`src/rtl/four_bit_adder_pkg.sv`:
```
// Shared constants for the registered ripple-carry adder slice.
package four_bit_adder_pkg;

  localparam int unsigned ADDER_WIDTH = 4;

endpackage : four_bit_adder_pkg

```
`src/rtl/four_bit_adder_full_adder_cell.sv`:
```
// One-bit full adder used as the ripple-chain element of four_bit_adder.
module full_adder_cell (
  input  logic a,
  input  logic b,
  input  logic ci,
  output logic s,
  output logic co
);

  logic p;

  assign p  = a ^ b;
  assign s  = p ^ ci;
  assign co = (a & b) | (ci & p);

endmodule : full_adder_cell

```
`src/rtl/four_bit_adder.sv`:
```
// Registered WIDTH-bit ripple-carry adder: {cout, sum} <= a + b + cin, one-cycle latency.
module four_bit_adder
  import four_bit_adder_pkg::*;
#(
  parameter int unsigned WIDTH = ADDER_WIDTH
) (
  input  logic             clk,
  input  logic             rst,
  input  logic [WIDTH-1:0] a,
  input  logic [WIDTH-1:0] b,
  input  logic             cin,
  output logic [WIDTH-1:0] sum,
  output logic             cout
);

  logic [WIDTH:0]   carry;
  logic [WIDTH-1:0] sum_next;

  assign carry[0] = cin;

  for (genvar i = 0; i < WIDTH; i++) begin : g_cell
    full_adder_cell u_cell (
      .a  (a[i]),
      .b  (b[i]),
      .ci (carry[i]),
      .s  (sum_next[i]),
      .co (carry[i+1])
    );
  end

  always_ff @(posedge clk) begin
    if (rst) begin
      sum  <= '0;
      cout <= 1'b0;
    end else begin
      sum  <= sum_next;
      cout <= carry[WIDTH];
    end
  end

endmodule : four_bit_adder

```
`config.mk`:
```
export PLATFORM = sky130hd
export DESIGN_NAME = four_bit_adder
export DESIGN_NICKNAME = d
export VERILOG_FILES = /design/src/rtl/four_bit_adder_pkg.sv /design/src/rtl/four_bit_adder_full_adder_cell.sv /design/src/rtl/four_bit_adder.sv
export SDC_FILE = /design/constraint.sdc
export NUM_CORES = 1
export LEC_CHECK = 0
export CAP_MARGIN = 20
export CORE_AREA = 2 2 39 41
export CTS_CLUSTER_DIAMETER = 150
export DETAILED_ROUTE_END_ITERATION = 6
export DIE_AREA = 0 0 41 43
export PLACE_DENSITY = 0.56
export SETUP_SLACK_MARGIN = 0.15
export SYNTH_ARGS = -nofsm -noshare
export SYNTH_HDL_FRONTEND = slang
export SYNTH_SLANG_ARGS = --single-unit
```
`constraint.sdc`:
```
create_clock -name clk -period 1.95 [get_ports clk]
set_input_delay 0.4875 -clock clk [delete_from_list [all_inputs] [get_ports clk]]
set_output_delay 0.4875 -clock clk [all_outputs]
set_load 0.005 [all_outputs]
```
# [Yosys cells after proc, flatten, opt, wreduce, memory -nomap -nowiden]
# Index checks and enable logic that the tools add are counted.
# W data, S select, Z words.
[op_classes] n_bitwise=20
[op_table] op="$and A1 B1 Y1" count=8
[op_table] op="$xor A1 B1 Y1" count=8
[op_table] op="$or A1 B1 Y1" count=4
[word_totals] regBits=5 output_inout_bits=5

# [Depth between registers and ports, before layout]
# Gate-level depths: netlist of the first run.
[depth] word_depth=9 ltp_mapped=8 mapped_depth_nobuf=8

# [By module]
# From an unflattened synthesis of the first run, not the netlist that was laid out.
[unflattened] cells_unflattened=14 hier_area_um2=211.5
[modules_own_cells] mod="four_bit_adder" instances=1 cells_each=10 area_each_um2=131.4 seq_area_each_um2=100.1
[modules_own_cells] mod="full_adder_cell" instances=4 cells_each=1 area_each_um2=20.0 seq_area_each_um2=0.0

# [Worst setup path before layout of the first run]
# OpenSTA, ideal clock, no wires.
[synth_path] kind="input to register" from="in a[0]" to="reg sum[3]" arrival_time_ns=2.004 path_slack_ns=-0.119 cell_stages=8 path_cell_list="inv_1 fa_1 inv_1 fa_1 fa_1 inv_1 fa_1 nor2_1"
[synth_via] elab_chain_cells=8 elab_cells_between_ends=9
[synth_lines] item="start: declaration" line_no="four_bit_adder.sv:9" source="input logic [WIDTH-1:0] a,"
[synth_lines] item="$xor A1 B1 Y1" line_no="four_bit_adder_full_adder_cell.sv:12" source="assign p = a ^ b;"
[synth_lines] item="$and A1 B1 Y1" line_no="four_bit_adder_full_adder_cell.sv:14" source="assign co = (a & b) | (ci & p);"
[synth_lines] item="$or A1 B1 Y1 *" line_no="four_bit_adder_full_adder_cell.sv:14"
[synth_lines] item="$and A1 B1 Y1 *" line_no="four_bit_adder_full_adder_cell.sv:14"
[synth_lines] item="$or A1 B1 Y1 *" line_no="four_bit_adder_full_adder_cell.sv:14"
[synth_lines] item="$and A1 B1 Y1 *" line_no="four_bit_adder_full_adder_cell.sv:14"
[synth_lines] item="$or A1 B1 Y1 *" line_no="four_bit_adder_full_adder_cell.sv:14"
[synth_lines] item="$xor A1 B1 Y1 *" line_no="four_bit_adder_full_adder_cell.sv:13" source="assign s = p ^ ci;"
[synth_lines] item="end signal: assignment" line_no="four_bit_adder.sv:36" source="sum <= sum_next;"
[synth_lines] item="end: declaration" line_no="four_bit_adder.sv:12" source="output logic [WIDTH-1:0] sum,"
# Mark *: on every way between the ends. The rest lies on a longest branch, timed or not.
# A chain may end at the register's enable or synchronous reset.

# [Worst setup path after layout of the first run]
# Same ends and word-level chain as after synthesis.

==> flow_summary.toml, run 1 <==
[die]
die_h_um = 43
start_util = 0.166
std_cell_rows = 14
io_pins = 16
die_w_um = 41
design.die.area_um2 = 1760
core-area_um2 = 1380

[synthesis]
ys_ff_latch = 5
netlist_area_um2 = 230
yosysTopAreaCellShare = 0.435
synth_area_leader_cell = "dfxtp_1"
ys_warn_count = 0
synth_most_common_cell = "inv_1"
synth_compound_area_frac = 0
synth_nets = 36
synth_cells = 21
synthSimpleGateAreaFrac = 0.103
synth_async_sr_flop_share = 0
synth_edf_count = 0
synth_mux_area_frac = 0
synth_top_family_by_area = "adder cells"
synth_fa_ha_area_frac = 0.348
synthTopCellsByArea = "dfxtp_1, fa_1, inv_1, nor2b_1, nor2_1"
syn_area_per_cell_um2 = 11.0
synth_xor_area_frac = 0
synth.distinct_cells = 5
seq_area_frac_synth = 0.435
synth_common_cells = "inv_1, dfxtp_1, fa_1, nor2_1, nor2b_1"
ys.flop_type = "dfxtp_1"

[route]
drt_pass1_iterations = 2
wirelength_um = 352
viasPerCell = 3.55
drc = 0
drtAntennaViolNets = 0
drt-wirelength-per-cell_um = 6.29
vias = 199
drt_iter0_drc = 3

[clock_tree]
cts_buffers = 3
cts_tree = "yes"
path_clk_slew_ns = 0.04
max-clock-path-buffers = 2
htree_levels = 1
cts_setup_buffers = 0
ctsHoldBuffers = 0
clock_sinks = 5
cts-root-buf = "clkbuf_4"

[finish]
multiInputGateArea_um2 = 111
areaGrowthSynthToFinish_pct = 91.3
drive_gt1_frac = 0.350
nNetsFinal = 56
fillers = 150
final-seq-area_um2 = 100
antenna_cells = 0

[sta]
timing.hold.ws_ns = 0.635
final_hold_viol_count = 0
min_period_over_period = 0.960
setup_viol = 0
maxSlewViolCount = 0
slew-limit-headroom = 0.890
max_freq_mhz = 534
worst_pin_slew_ns = 0.164
period_needed_ns = 1.87
rsz0062_at_grt = "true"

[global_route]
grt_pass1_wl_um = 558
first_global_vias = 177
gr-usage-all-layers = 0.0586
grt-ovfl-total = 0
antenna_found_initial = 0
grt_max_degree = 6

[status]
outcome = "finished clean"

[placed_design]
port_buffers = 15
hpwl_um = 310
gp_congestion = 0.621

[power]
peakVddDrop_v = 0.000160
power_uw = 308
powerDensity_nw_per_um2 = 700
p_leak_uw = 0.000192

[critical_path]
crit_arrival_ns = 2.05
start_kind = "input pin"
cp.required_ns = 2.13
cp_max_fo = 1
path_class = "input pin to flip-flop"
cp-end-kind = "flip-flop"

[run]
maxCapViolCount = 0

[hold_path]
min_path_type = "input pin to flip-flop"
[sequential cells by signal, summed over array words and instances, names as in the netlist]
register  cells
sum           4
cout          1
[cell type report]
class                   count  share of cell area
multi-input cells           9               0.253
clock buffers               4              0.0597
well taps                  16              0.0455
inverters                   7              0.0710
repair buffers             15               0.344
flip-flops and latches      5               0.227
[logic make-up after synthesis]
family	after synthesis
DFF	5
and+or+nand+nor	5
adders and majority gates	4
buffers and inverters	7
[final timing paths]
check / cells past startpoint / from / slack, ns / endpoint
worst min-delay path: 4 / cin / 0.63 / sum[0]
worst max-delay path: 9 / a[0] / 0.08 / sum[3]
[metal layers]
metal  global-route usage  part of all wire  vias up
li1                     -                 -       93
met2               0.0688              0.45       14
met5                    0                 0        -
met1               0.0493              0.34       88
met4                0.140             0.097        0
met3                    0              0.10        4
[stage by stage]
step	setup TNS, ns	instance area [um2]	setup WS, ns	util	instances
4_1_cts	-0.0124	432	-0.0124	0.312	56
3_5_place_dp	-1.66	405	-0.583	0.293	52
5_1_grt	0	440	0.0212	0.318	56
2_1_floorplan	-0.0436	235	-0.0436	-	21
3_3_place_gp	-1.60	405	-0.563	0.293	52
6_report	0	440	0.0779	0.318	56
[cells in the final DEF (no fill, tap or decap)]
master,n
dlygate4sd2_1,2
fa_2,3
nor2_1,3
inv_2,3
dfxtp_1,5
nor2b_1,2
inv_1,2
buf_6,3
clkbuf_4,3
clkbuf_1,1
fa_1,1
inv_4,2
clkdlybuf4s50_1,10
[what timing repair did]
item,in CTS,in global routing
cloned,0,0
pin swaps,5,5
endpoints found under the setup margin,4,2
gates resized for setup,21,2
[power by group]
group          total (uW)  switching [uW]  internal (uW)
sequential            117            2.39            114
combinational        73.4            24.1           49.3
clock                 118            40.9           77.3
total                 308            67.4            241
[critical path, stage by stage]
cell    delay [ns]
buf_6         0.09
inv_4         0.04
fa_2          0.19
inv_2         0.03
fa_2          0.33
fa_2          0.34
inv_2         0.06
fa_1          0.40
nor2_1        0.08
(Power assumes the default switching activity.)
==> run 2, diff against run 1 <==
- CTS_CLUSTER_DIAMETER: 150 -> not set
==> results of run 2 <==
Same layout as run 1: the final DEF is identical, and so are final timing and power.
